[src/rtl/uart_rx_frontend.sv]
// rtl/uart_rx_frontend.sv - UART receive front end: sync, start/data/stop sampling, one-entry holding register (macro UART_RX_PARITY_EN adds even parity)
module uart_rx_frontend #(
  parameter int BIT_CYCLES  = 868,
  parameter int HALF_CYCLES = BIT_CYCLES / 2
) (
  input  logic       clk,
  input  logic       reset,
  input  logic       rx,
  output logic [7:0] rxData,
  output logic       rxValid,
  input  logic       rxReady,
  output logic       frameError,
  output logic       overrun,
`ifdef UART_RX_PARITY_EN
  output logic       parityError,
`endif
  output logic       busy
);

  localparam logic [15:0] HALF_LAST = 16'(HALF_CYCLES - 1);
  localparam logic [15:0] BIT_LAST  = 16'(BIT_CYCLES - 1);

  typedef enum logic [2:0] {
    IDLE,
    START,
    DATA,
`ifdef UART_RX_PARITY_EN
    PARITY,
`endif
    STOP,
    WAIT_HIGH
  } state_t;

  logic        rxMeta;
  logic        rxS;
  state_t      state;
  logic [15:0] cycleCnt;
  logic [2:0]  bitCnt;
  logic [7:0]  shiftReg;
  logic        byteDone;
`ifdef UART_RX_PARITY_EN
  logic        parityBad;
`endif

  // Two-flop synchroniser; idles high so reset never looks like a start bit
  always_ff @(posedge clk or posedge reset) begin
    if (reset) begin
      rxMeta <= 1'b1;
      rxS    <= 1'b1;
    end else begin
      rxMeta <= rx;
      rxS    <= rxMeta;
    end
  end

  // Frame FSM: counter restarts on every state entry, sampling happens at its terminal count
  always_ff @(posedge clk or posedge reset) begin
    if (reset) begin
      state      <= IDLE;
      cycleCnt   <= 16'd0;
      bitCnt     <= 3'd0;
      shiftReg   <= 8'h00;
      byteDone   <= 1'b0;
      frameError <= 1'b0;
`ifdef UART_RX_PARITY_EN
      parityBad   <= 1'b0;
      parityError <= 1'b0;
`endif
    end else begin
      byteDone   <= 1'b0;
      frameError <= 1'b0;
`ifdef UART_RX_PARITY_EN
      parityError <= 1'b0;
`endif
      cycleCnt <= cycleCnt + 16'd1;
      case (state)
        IDLE: begin
          cycleCnt <= 16'd0;
          if (!rxS) state <= START;
        end
        START: begin
          if (cycleCnt == HALF_LAST) begin
            cycleCnt <= 16'd0;
            if (!rxS) begin
              state  <= DATA;
              bitCnt <= 3'd0;
            end else begin
              state <= IDLE;
            end
          end
        end
        DATA: begin
          if (cycleCnt == BIT_LAST) begin
            cycleCnt <= 16'd0;
            shiftReg <= {rxS, shiftReg[7:1]};
            bitCnt   <= bitCnt + 3'd1;
            if (bitCnt == 3'd7) begin
`ifdef UART_RX_PARITY_EN
              state <= PARITY;
`else
              state <= STOP;
`endif
            end
          end
        end
`ifdef UART_RX_PARITY_EN
        PARITY: begin
          if (cycleCnt == BIT_LAST) begin
            cycleCnt  <= 16'd0;
            parityBad <= (^shiftReg) ^ rxS;
            state     <= STOP;
          end
        end
`endif
        STOP: begin
          if (cycleCnt == BIT_LAST) begin
            cycleCnt <= 16'd0;
            if (!rxS) begin
              frameError <= 1'b1;
              state      <= WAIT_HIGH;
            end else begin
`ifdef UART_RX_PARITY_EN
              if (parityBad) parityError <= 1'b1;
              else           byteDone    <= 1'b1;
`else
              byteDone <= 1'b1;
`endif
              state <= IDLE;
            end
          end
        end
        WAIT_HIGH: begin
          cycleCnt <= 16'd0;
          if (rxS) state <= IDLE;
        end
        default: begin
          cycleCnt <= 16'd0;
          state    <= IDLE;
        end
      endcase
    end
  end

  // Holding register: load when empty or draining, otherwise drop the new byte and flag overrun
  always_ff @(posedge clk or posedge reset) begin
    if (reset) begin
      rxData  <= 8'h00;
      rxValid <= 1'b0;
      overrun <= 1'b0;
    end else begin
      overrun <= 1'b0;
      if (byteDone) begin
        if (!rxValid || rxReady) begin
          rxData  <= shiftReg;
          rxValid <= 1'b1;
        end else begin
          overrun <= 1'b1;
        end
      end else if (rxValid && rxReady) begin
        rxValid <= 1'b0;
      end
    end
  end

  assign busy = (state != IDLE);

endmodule

[config.mk]
export PLATFORM = sky130hd
export DESIGN_NAME = uart_rx_frontend
export DESIGN_NICKNAME = d
export VERILOG_FILES = /design/src/rtl/uart_rx_frontend.sv
export SDC_FILE = /design/constraint.sdc
export NUM_CORES = 1
export LEC_CHECK = 0
export CORE_MARGIN = 8
export CORE_UTILIZATION = 48
export CTS_CLUSTER_DIAMETER = 60
export DETAILED_ROUTE_END_ITERATION = 16
export HOLD_SLACK_MARGIN = 0.08
export PLACE_DENSITY = 0.68
export RECOVER_POWER = 50
export SYNTH_ARGS = -nofsm -noshare
export SYNTH_HDL_FRONTEND = slang
export SYNTH_SLANG_ARGS = --single-unit
export TNS_END_PERCENT = 1
[constraint.sdc]
create_clock -name clk -period 3.05 [get_ports clk]
set_clock_uncertainty 0.05 [all_clocks]
set_input_delay 0.61 -clock clk [delete_from_list [all_inputs] [get_ports clk]]
set_output_delay 0.61 -clock clk [all_outputs]
set_load 0.02 [all_outputs]
==> results.md <==
* Post-synth EDFFs at 0
* Ports at 16
* Row count at 23
* Clk root buf: clkbuf_8
* Routed via count at 1350
* Inserted Clock Buffers at 5
* Max Slew Vio Count at 0
* Fin crit period at 2.371 ns
* Synthesized cell area at 0.002011 sq mm
* Worst Setup SP: cycleCnt[12]$_DFF_PP0_
* Remaining DRCs at 0
* Critical path endpoint: shiftReg[0]$_DFFE_PP0P_
* Cell area power density at 445.7 mW/mm^2
* Footprint of the multi-input gates at 842.1 sq um
* R2R Setup Slk at 0.68 ns
* Post-CTS Setup Repair Bufs at 0
* Dpl hpwl at 2.625 mm
* Met1 Usage GRT at 13.18%
* Vias in the first global route at 1377
* Maximum vdd drop at 0.2122 mV
* Unique masters post-synth at 40
* Register area at 0.001104 sq mm
* Port Buf Inserts at 15
* Antenna viol nets, final at 0
* Worst-Skew Late Latency at 0.29 ns
* Number of fill cells in the layout at 356
* Worst R2R Path Depth at 4
* Max cap viols at 0
* Critical path's slowest cell: or4_4
* N_diodes at 0
* Critical Path AT at 2.51 ns
* Initial antenna violation count at 0
* Final #Nets at 201
* Deepest clock path buffer count at 2
* Largest net degree at the start of global routing at 45
* PostCTS Resize Cnt at 0
* Routed wire length at 3.594 mm
* Flop and latch count out of synthesis at 44
* Synth area leader: dfrtp_1
* Wirelength per Cell at 14.73 um
* Fraction of registers with async set/reset at 100.0%
* Grt peak-use layer: met2
* CP Launch Type: flop
* Worst hold path cell count at 0
* RR Startpoint: cycleCnt[12]$_DFF_PP0_
* CTS tree: done
* Unrepaired setup endpoints after global routing: false
* Post-synth top flop: dfrtp_1
* Synth top area share at 52.27%
* Crit end category: flop
* Seq/Total Area, Yosys at 54.88%
* Net count after synthesis at 183
* Fin Hold WS at 0.3080 ns
* P_leak at 1.100 nW
* Die height at 80.72 um
* Starting Density at 49.91%
* Synth top area cells: dfrtp_1 (52%), mux2_2 (5.0%), mux2_4 (4.5%)
* Area Overhead vs Synth at 15.00%
* Total gr overflow at 0
* Final setup viols at 0
* Crit share post-route at 77.74%
* Layout cell share with drive strength beyond 1 at 16.49%
* Status: finished, final reports clean
* Synth warnings at 0
* Die X at 80.72 um
* WP data required at 3.18 ns
* Hold_buf cts at 0
* CP max FO at 11
* Synth Instances at 175
* Initial DRC Count at 55
* DRT Pass-1 Iters at 5
* Worst Tran Pin Value at 1.044 ns
* CTS H-tree depth at 2
* Critical path type: flop to flop
* Slew margin rel. at 30.41%
* Fin. Hold Viols at 0
* HP Class: flop to flop
* Syn_area_per_cell at 11.49 sq um
* Worst path max stage delay at 0.60 ns
* Total Negative Setup Slacks at 0 ns
* Clk slew on worst S/H paths at 0.08 ns
* Sink Count at 44
* Most numerous cell on the critical path: or4_4
* Met3 Use GR at 4.018%
* Core outline area at 0.004029 sq mm
* R2R Path End: shiftReg[0]$_DFFE_PP0P_
* Max Clk Rate at 421.8 MHz
* Gr usage total at 12.26%
* First-pass GRT wire length at 6.279 mm
* M2 GR Usage at 21.73%
* Cell Chain, Critical Path: or4_4, or4_4, or2_4, mux2_4
* Vias/cell at 5.533
* RD Place Congestion at 0.8953
* Die area at 0.006516 sq mm
## synthesized netlist by cell type, types with 2 or more instances
library cell  count
or4_4             2
inv_1             9
xnor2_1           6
nor4_1            3
mux2i_1           3
nor2_1           21
mux2_2            9
nand4_1           5
nand3_1           7
o21ai_0           5
or4_1             3
clkbuf_1          4
mux2_4            6
a21oi_1           4
dfstp_2           2
and3_1            3
nor3_1            3
xor2_1            6
nand2_1           9
ha_1              4
dfrtp_1          42
## where the power goes
part | switching (W) | total [W] | leakage [nW] | internal (W)
clock network | 0.000184 | 0.000427 | 0.0552 | 0.000243
logic | 0.0000129 | 0.0000172 | 0.452 | 0.00000426
registers | 0.00000107 | 0.000586 | 0.593 | 0.000585
## cell type report
class | count | share of cell area [%]
multi-input combinational | 116 | 36.42
sequential | 44 | 47.73
tap | 50 | 2.706
clock buffer | 6 | 3.139
clock inverter | 2 | 1.515
timing repair buffer | 17 | 7.035
inverter | 9 | 1.461
## flip-flops by register name, summed over array words and instances, names as in the netlist
name and count:
rxMeta 1, byteDone 1, frameError 1, rxValid 1
bitCnt 3, overrun 1, rxS 1, state 3
shiftReg 8, rxData 8, cycleCnt 16
## per-stage QoR
step           utilization [%]  cells  instance area [sq um]  setup slack [ns]  total power, W
3_5_place_dp             54.78    236                   2207            0.6801       0.0006173
4_1_cts                  57.45    244                   2315            0.6722        0.001048
3_3_place_gp             54.78    236                   2207            0.7062       0.0006165
2_1_floorplan                -    175                   2011            0.6819       0.0006086
5_1_grt                  57.39    244                   2312            0.5648        0.001070
6_report                 57.39    244                   2312            0.6790        0.001030
## critical path, delay by kind of cell, from the launching register on
family	cells	cell delay, ns
AND/OR/NAND/NOR	3	1.49
flip-flops	1	0.42
multiplexers	1	0.31
## layer usage
metal  part of all wire (%)  vias up
met4                    1.6        0
met5                      0        -
met1                     40      675
met2                     53       24
li1                       -      644
met3                    5.6        7
## cells by family (layout without fill, tap and decap cells)
logic type,Yosys count,count (layout),share of synthesized area (%)
flops,44,44,54.88
fa+ha+maj,4,4,2.489
simple gates,66,66,17.49
mux,19,19,11.57
xor+xnor,12,12,5.227
buf+inv,15,34,3.235
compound gates,15,15,5.103
## worst min path at each step
stage	endpoint	startpoint	slack, ns
3_3_place_gp	rxS$_DFF_PP1_	rxMeta$_DFF_PP1_	0.30
4_1_cts	rxS$_DFF_PP1_	rxMeta$_DFF_PP1_	0.31
3_5_place_dp	rxS$_DFF_PP1_	rxMeta$_DFF_PP1_	0.30
5_1_grt	rxS$_DFF_PP1_	rxMeta$_DFF_PP1_	0.32
6_report	rxS$_DFF_PP1_	rxMeta$_DFF_PP1_	0.31
2_1_floorplan	rxS$_DFF_PP1_	rxMeta$_DFF_PP1_	0.30
## cells in the final DEF (no fill, tap or decap), drive strengths merged, types with 6 or more instances in the layout
cell and count:
nand3 7, xor2 6, nand2 9, mux2 16, xnor2 6, clkbuf 7, inv 9, clkdlybuf4s50 12
dfrtp 42, nor2 21
Power figures use the tool's default switching activity.
